<file path="config.mk">
export PLATFORM = sky130hd
export DESIGN_NAME = text_page_render
export DESIGN_NICKNAME = d
export VERILOG_FILES = /design/src/rtl/text_pkg.sv /design/src/rtl/text_line_hit.sv /design/src/rtl/text_page_render.sv
export SDC_FILE = /design/constraint.sdc
export NUM_CORES = 1
export LEC_CHECK = 0
export BUFFER_PORTS_ARGS = -buffer_cell sky130_fd_sc_hd__buf_2
export CORE_ASPECT_RATIO = 0.9
export CORE_MARGIN = 10
export CORE_UTILIZATION = 49
export DETAILED_ROUTE_END_ITERATION = 12
export PLACE_DENSITY = 0.88
export SETUP_SLACK_MARGIN = 0.1
export SYNTH_ARGS = -nofsm -noshare
export SYNTH_HDL_FRONTEND = slang
export SYNTH_SLANG_ARGS = --single-unit
export TNS_END_PERCENT = 20
</file>
<file path="constraint.sdc">
create_clock -name vga_clk -period 6 [get_ports vga_clk]
set_input_delay 1.8 -clock vga_clk [delete_from_list [all_inputs] [get_ports vga_clk]]
set_output_delay 1.8 -clock vga_clk [all_outputs]
set_load 0.1 [all_outputs]
</file>
<file path="src/rtl/text_pkg.sv">
// Shared constants for the text overlay renderer: character codes,
// RGB565 colours, default glyph geometry and VGA screen size.
package text_pkg;

    localparam int CODE_W      = 5;
    localparam int GLYPH_W_DEF = 8;
    localparam int GLYPH_H_DEF = 16;
    localparam int VGA_WIDTH   = 640;
    localparam int VGA_HEIGHT  = 480;

    localparam logic [4:0] CH_A = 5'd0,  CH_B = 5'd1,  CH_C = 5'd2,  CH_D = 5'd3;
    localparam logic [4:0] CH_E = 5'd4,  CH_F = 5'd5,  CH_G = 5'd6,  CH_H = 5'd7;
    localparam logic [4:0] CH_I = 5'd8,  CH_J = 5'd9,  CH_K = 5'd10, CH_L = 5'd11;
    localparam logic [4:0] CH_M = 5'd12, CH_N = 5'd13, CH_O = 5'd14, CH_P = 5'd15;
    localparam logic [4:0] CH_Q = 5'd16, CH_R = 5'd17, CH_S = 5'd18, CH_T = 5'd19;
    localparam logic [4:0] CH_U = 5'd20, CH_V = 5'd21, CH_W = 5'd22, CH_X = 5'd23;
    localparam logic [4:0] CH_Y = 5'd24, CH_Z = 5'd25, CH_SPACE = 5'd26;

    localparam logic [15:0] BLACK       = 16'h0000;
    localparam logic [15:0] WHITE       = 16'hFFFF;
    localparam logic [15:0] SNAKE_GREEN = 16'h5746;

    typedef enum logic {
        PHASE_VISIBLE = 1'b0,
        PHASE_HIDDEN  = 1'b1
    } blink_phase_e;

    // Codes at or above CH_SPACE carry no glyph and render as background.
    function automatic logic is_glyph(input logic [4:0] code);
        return (code < CH_SPACE);
    endfunction

endpackage

</file>
<file path="src/rtl/text_line_hit.sv">
// Stage-1 hit test for one text line: box containment after scaling,
// blink masking, and extraction of the character code, glyph row and column.
module text_line_hit
    import text_pkg::*;
#(
    parameter int MAX_CHARS = 16,
    parameter int GLYPH_W   = 8,
    parameter int GLYPH_H   = 16,
    parameter int COORD_W   = 10
) (
    input  logic [COORD_W-1:0]         pix_x_i,
    input  logic [COORD_W-1:0]         pix_y_i,
    input  logic                       pix_valid_i,
    input  logic [COORD_W-1:0]         line_x_i,
    input  logic [COORD_W-1:0]         line_y_i,
    input  logic [MAX_CHARS*5-1:0]     line_text_i,
    input  logic [4:0]                 line_len_i,
    input  logic [1:0]                 line_scale_i,
    input  logic                       line_blink_i,
    input  logic                       phase_hidden_i,
    output logic                       hit_o,
    output logic [4:0]                 code_o,
    output logic [$clog2(GLYPH_H)-1:0] row_o,
    output logic [$clog2(GLYPH_W)-1:0] col_o
);

    localparam int GCOL_W = $clog2(GLYPH_W);
    localparam int SPAN_W = COORD_W + 5 + GCOL_W;

    logic [COORD_W-1:0] dx_s;
    logic [COORD_W-1:0] dy_s;
    logic [COORD_W-1:0] sx_s;
    logic [COORD_W-1:0] sy_s;
    logic [COORD_W-1:0] char_idx_s;
    logic [4:0]         len_c_s;
    logic [SPAN_W-1:0]  span_s;
    logic               in_x_s;
    logic               in_y_s;

    // Box-relative offsets; the explicit >= tests keep underflowed offsets from aliasing into the box.
    always_comb begin
        dx_s       = pix_x_i - line_x_i;
        dy_s       = pix_y_i - line_y_i;
        sx_s       = dx_s >> line_scale_i;
        sy_s       = dy_s >> line_scale_i;
        char_idx_s = sx_s >> GCOL_W;
        len_c_s    = (line_len_i > 5'(MAX_CHARS)) ? 5'(MAX_CHARS) : line_len_i;
        span_s     = SPAN_W'(len_c_s) << GCOL_W;
        in_x_s     = (pix_x_i >= line_x_i) && (SPAN_W'(sx_s) < span_s);
        in_y_s     = (pix_y_i >= line_y_i) && (sy_s < COORD_W'(GLYPH_H));
        hit_o      = pix_valid_i && in_x_s && in_y_s && !(line_blink_i && phase_hidden_i);
        row_o      = sy_s[$clog2(GLYPH_H)-1:0];
        col_o      = sx_s[GCOL_W-1:0];
    end

    // Character code under the pixel; indices past the text fall back to code 0 and never hit.
    always_comb begin
        code_o = 5'd0;
        for (int k = 0; k < MAX_CHARS; k++) begin
            if (char_idx_s == COORD_W'(k)) begin
                code_o = line_text_i[k*5 +: 5];
            end else begin
                code_o = code_o;
            end
        end
    end

endmodule

</file>
<file path="src/rtl/text_page_render.sv">
// Multi-line text overlay renderer: per-line hit test, priority select,
// font ROM fetch and RGB565 pixel output with a fixed 3-cycle latency.
module text_page_render
    import text_pkg::*;
#(
    parameter int N_LINES      = 2,
    parameter int MAX_CHARS    = 16,
    parameter int GLYPH_W      = 8,
    parameter int GLYPH_H      = 16,
    parameter int BLINK_FRAMES = 30,
    parameter int COORD_W      = 10
) (
    input  logic                            vga_clk,
    input  logic                            sys_rst_n,
    input  logic [COORD_W-1:0]              pix_x,
    input  logic [COORD_W-1:0]              pix_y,
    input  logic                            pix_valid,
    input  logic                            frame_start,
    input  logic [N_LINES*MAX_CHARS*5-1:0]  line_text,
    input  logic [N_LINES*5-1:0]            line_len,
    input  logic [N_LINES*COORD_W-1:0]      line_x,
    input  logic [N_LINES*COORD_W-1:0]      line_y,
    input  logic [N_LINES*2-1:0]            line_scale,
    input  logic [N_LINES*16-1:0]           line_fg,
    input  logic [N_LINES-1:0]              line_blink,
    input  logic [15:0]                     bg_color,
    output logic [5+$clog2(GLYPH_H)-1:0]    font_addr,
    input  logic [GLYPH_W-1:0]              font_data,
    output logic [15:0]                     pix_data,
    output logic                            pix_data_valid
);

    localparam int GROW_W = $clog2(GLYPH_H);
    localparam int GCOL_W = $clog2(GLYPH_W);
    localparam int BCNT_W = (BLINK_FRAMES > 1) ? $clog2(BLINK_FRAMES) : 1;

    // Blink state
    logic [BCNT_W-1:0] blink_cnt_q, blink_cnt_d;
    blink_phase_e      phase_q, phase_d;

    // Per-line stage-1 results
    logic [N_LINES-1:0] hit_s;
    logic [4:0]         code_s [N_LINES];
    logic [GROW_W-1:0]  row_s  [N_LINES];
    logic [GCOL_W-1:0]  col_s  [N_LINES];

    // Priority-selected candidate
    logic               sel_hit_s;
    logic [4:0]         sel_code_s;
    logic [GROW_W-1:0]  sel_row_s;
    logic [GCOL_W-1:0]  sel_col_s;
    logic [15:0]        sel_fg_s;

    // Stage 1 (font_addr is the stage-1 address register)
    logic [5+GROW_W-1:0] font_addr_q;
    logic [GCOL_W-1:0]   s1_col_q;
    logic [15:0]         s1_fg_q;
    logic                s1_hit_q;
    logic                s1_valid_q;

    // Stage 2 (aligned with font_data)
    logic [GCOL_W-1:0]   s2_col_q;
    logic [15:0]         s2_fg_q;
    logic                s2_hit_q;
    logic [4:0]          s2_code_q;
    logic                s2_valid_q;

    // Stage 3 (outputs)
    logic [15:0]         pix_data_q, pix_data_d;
    logic                pix_data_valid_q;
    logic                pix_bit_s;

    for (genvar g = 0; g < N_LINES; g++) begin : g_line
        text_line_hit #(
            .MAX_CHARS (MAX_CHARS),
            .GLYPH_W   (GLYPH_W),
            .GLYPH_H   (GLYPH_H),
            .COORD_W   (COORD_W)
        ) u_hit (
            .pix_x_i        (pix_x),
            .pix_y_i        (pix_y),
            .pix_valid_i    (pix_valid),
            .line_x_i       (line_x[g*COORD_W +: COORD_W]),
            .line_y_i       (line_y[g*COORD_W +: COORD_W]),
            .line_text_i    (line_text[g*MAX_CHARS*5 +: MAX_CHARS*5]),
            .line_len_i     (line_len[g*5 +: 5]),
            .line_scale_i   (line_scale[g*2 +: 2]),
            .line_blink_i   (line_blink[g]),
            .phase_hidden_i (phase_q == PHASE_HIDDEN),
            .hit_o          (hit_s[g]),
            .code_o         (code_s[g]),
            .row_o          (row_s[g]),
            .col_o          (col_s[g])
        );
    end

    // Blink counter: wraps after BLINK_FRAMES frame starts and flips the phase.
    always_comb begin
        blink_cnt_d = blink_cnt_q;
        phase_d     = phase_q;
        if (frame_start) begin
            if (blink_cnt_q == BCNT_W'(BLINK_FRAMES - 1)) begin
                blink_cnt_d = '0;
                phase_d     = (phase_q == PHASE_VISIBLE) ? PHASE_HIDDEN : PHASE_VISIBLE;
            end else begin
                blink_cnt_d = blink_cnt_q + 1'b1;
            end
        end else begin
            blink_cnt_d = blink_cnt_q;
        end
    end

    // Priority select: scan from the highest index down so the lowest hitting index wins.
    always_comb begin
        sel_hit_s  = 1'b0;
        sel_code_s = 5'd0;
        sel_row_s  = '0;
        sel_col_s  = '0;
        sel_fg_s   = 16'h0000;
        for (int i = N_LINES - 1; i >= 0; i--) begin
            if (hit_s[i]) begin
                sel_hit_s  = 1'b1;
                sel_code_s = code_s[i];
                sel_row_s  = row_s[i];
                sel_col_s  = col_s[i];
                sel_fg_s   = line_fg[i*16 +: 16];
            end else begin
                sel_hit_s  = sel_hit_s;
            end
        end
    end

    // Final pixel colour from the fetched glyph row.
    always_comb begin
        pix_bit_s = font_data[GCOL_W'(GLYPH_W - 1) - s2_col_q];
        if (s2_hit_q && is_glyph(s2_code_q) && pix_bit_s) begin
            pix_data_d = s2_fg_q;
        end else if (s2_valid_q) begin
            pix_data_d = bg_color;
        end else begin
            pix_data_d = BLACK;
        end
    end

    // Pipeline and blink state registers.
    always_ff @(posedge vga_clk or negedge sys_rst_n) begin
        if (!sys_rst_n) begin
            blink_cnt_q      <= '0;
            phase_q          <= PHASE_VISIBLE;
            font_addr_q      <= '0;
            s1_col_q         <= '0;
            s1_fg_q          <= 16'h0000;
            s1_hit_q         <= 1'b0;
            s1_valid_q       <= 1'b0;
            s2_col_q         <= '0;
            s2_fg_q          <= 16'h0000;
            s2_hit_q         <= 1'b0;
            s2_code_q        <= 5'd0;
            s2_valid_q       <= 1'b0;
            pix_data_q       <= 16'h0000;
            pix_data_valid_q <= 1'b0;
        end else begin
            blink_cnt_q      <= blink_cnt_d;
            phase_q          <= phase_d;
            font_addr_q      <= {sel_code_s, sel_row_s};
            s1_col_q         <= sel_col_s;
            s1_fg_q          <= sel_fg_s;
            s1_hit_q         <= sel_hit_s;
            s1_valid_q       <= pix_valid;
            s2_col_q         <= s1_col_q;
            s2_fg_q          <= s1_fg_q;
            s2_hit_q         <= s1_hit_q;
            s2_code_q        <= font_addr_q[5+GROW_W-1:GROW_W];
            s2_valid_q       <= s1_valid_q;
            pix_data_q       <= pix_data_d;
            pix_data_valid_q <= s2_valid_q;
        end
    end

    assign font_addr      = font_addr_q;
    assign pix_data       = pix_data_q;
    assign pix_data_valid = pix_data_valid_q;

endmodule

</file>
==> impl_metrics.tcl <==
set metrics [dict create \
    status "finished clean" \
    skew_ps 10.7 \
    drtIter0Drc 954 \
    ant_nets 0 \
    worstPathMaxFanout 11 \
    grt_max_degree 79 \
    syn-num-nets 1318 \
    drt_wl_total_um 31400 \
    p_leak_nw 5.12 \
    grt_use_total 0.275 \
    ys.flop_type "dfrtp_1" \
    die_x_um 153 \
    slew_violations 0 \
    slowest_delay_ps 430 \
    finalWeightedCongestion 0.936 \
    pin_count 322 \
    die_area_um2 21300 \
    synth_fa_ha_area_frac 0.0908 \
    clkLatencyLatePin_ps 330 \
    post_dp_cell_area_um2 9670 \
    drive_gt1_frac 0.336 \
    final_util 0.651 \
    synth_cells 968 \
    cts.clk_slew.worst_paths_ps 60 \
    multi_input_area_um2 5330 \
    htree_num_levels 3 \
    area_delta_synth_final_pct 29.9 \
    slew-limit-headroom 0.242 \
    cts_tree "yes" \
    coreArea_um2 15500 \
    overflow 0 \
    critical_path_required_ps 6220 \
    hold_class "reg2reg" \
    place_ws_ps -382 \
    cts_num_sinks 78 \
    vdd_drop_max_mv 0.217 \
    max-cap-violations 0 \
    ys_warn_count 0 \
    num_rows 43 \
    ctsRootBufferMaster "clkbuf_16" \
    setup_violations 0 \
    place.port_buffers 321 \
    ys_types 91 \
    ys_ff_latch 78 \
    hold_viol_final 0 \
    final-seq-area_um2 1950 \
    powerDensity_nw_per_um2 226 \
    yosysSeqAreaShare 0.251 \
    period_share 0.947 \
    final_common_cell "buf_2" \
    grt_pass1_wl_um 48400 \
    dp_cells 1474 \
    synth-compound-area-share 0.275 \
    fin_total_pwr_mw 2.29 \
    wl_per_cell_um 21.0 \
    synth_xor_area_frac 0.0269 \
    vias_per_cell 6.05 \
    design_area_um2 10100 \
    max_freq_mhz 176 \
    synthMuxAreaShare 0.0892 \
    antenna_found_initial 2 \
    crit_family "compound AO/OA/AOI/OAI gates" \
    fin_ws_ps 319 \
    endpoint_kind "flop" \
    synth_top_family_by_area "compound AO/OA/AOI/OAI gates" \
    cts_buffer_depth 2 \
    cp-start-kind "input pin" \
    fillers 1332 \
    nets 1639 \
    cp_slowest_cell "fa_2" \
    tightest_slew_ps 1120 \
    grt_pass1_vias 8874 \
    die_y_um 139 \
    drcViolationCount 0 \
    synthArstFlopShare 1.00 \
    drt-pass1-iter-count 5 \
    finalNonFillerCells 1498 \
    finalSetupTns_ps 0 \
    holdWs_ps 347 \
    path_cells "buf_2 -> inv_2 -> ha_2 -> inv_1 -> fa_2 -> a211oi_4 -> o211ai_1 -> a211o_1 -> buf_4 -> and2_1 -> a21o_1 -> ha_2 -> nor4b_4 -> o21ai_1 -> a31oi_2 -> o2111ai_2 -> nor3_2 -> and4bb_2 -> buf_4 -> buf_4 -> nor2_2 -> a22o_1" \
    min_period_ps 5680 \
    via_count 9059 \
    hold_buffers 0 \
    synth.cell_area_um2 7770 \
    synthesis.area_per_instance_um2 8.03 \
    floorplan.initialDensity 0.501 \
    worst_ep_arrival_time_ps 5900 \
    rsz0062_at_grt "no" \
    critPathBufInv 6 \
    numCtsBuffers 9 \
    layout_common_cells "buf_2 (320), nand2_1 (123), dfrtp_1 (78)" \
    cpMostUsedCell "buf_4" \
    worstSetupPathType "in2reg" \
    yosys.area_share.simple 0.198 \
    dp_hpwl_um 25200 \
    synth_enable_flop_cells 0 \
]
==> power by group <==
part / internal, mW / leakage, nW / switching, mW
registers: 0.551 / 1.05 / 0.0265
logic: 0.447 / 3.91 / 0.660
clock network: 0.371 / 0.163 / 0.229
==> Yosys cell counts, types with 19 or more instances <==
master	instances	area share
a21oi_1	51	0.033
a22o_1	23	0.026
buf_2	26	0.017
clkbuf_1	20	0.0097
dfrtp_1	78	0.25
ha_1	50	0.081
inv_1	64	0.031
mux2i_1	49	0.063
nand2_1	123	0.059
nand3_1	20	0.013
nor2_1	67	0.032
nor3_1	30	0.019
o211ai_1	19	0.018
o21ai_0	72	0.046
==> final cells by class <==
class	instances	area share
Antenna cell	2	0.000496
Clock buffer	9	0.0223
Clock inverter	7	0.0102
Inverter	71	0.0264
Multi-Input combinational cell	764	0.528
Sequential cell	78	0.193
Tap cell	202	0.0250
Timing Repair Buffer	365	0.194
==> worst paths after layout <==
kind / from / endpoint / slack (ps) / cells past startpoint
min in group asynchronous: sys_rst_n / pix_data[7] / 1610 / 1
max: pix_x[0] / font_addr[2] / 320 / 22
min: s1_fg_q[3] / s2_fg_q[3] / 350 / 0
min reg2reg: s1_fg_q[3] / s2_fg_q[3] / 350 / 0
max reg2reg: phase_q / font_addr[2] / 3460 / 12
max in group asynchronous: sys_rst_n / s2_code_q[3] / 3790 / 1
==> cell families after synthesis <==
| group | after synthesis |
|---|---|
| AND/OR/NAND/NOR | 321 |
| AO/OA/AOI/OAI | 302 |
| flip-flops | 78 |
| buffers and inverters | 127 |
| adder cells (fa/ha/maj) | 54 |
| XOR/XNOR | 23 |
| multiplexers | 63 |
==> flip-flops by register name, indices dropped and copies added (netlist names) <==
signal / flops
pix_data: 16
s1_fg_q: 16
s2_fg_q: 16
font_addr: 9
blink_cnt_q: 5
s2_code_q: 4
s1_col_q: 3
s2_col_q: 3
phase_q: 1
pix_data_valid: 1
s1_hit_q: 1
s1_valid_q: 1
s2_hit_q: 1
s2_valid_q: 1
==> metal layers <==
layer / vias up / track usage / part of all wire
met1: 4204 / 0.345 / 0.40
met5: - / 0 / 0
met4: 0 / 0.0923 / 0.031
met2: 569 / 0.450 / 0.47
met3: 76 / 0.0702 / 0.099
li1: 4210 / - / -
==> timing repair <==
action                                  in CTS  in global routing
endpoints found under the setup margin       7                 29
resized for setup                            2                 11
cloned                                       0                  1
buffers inserted                             0                  5
pin swaps                                    1                 10
Note: power is estimated with default switching activity, not from simulation.
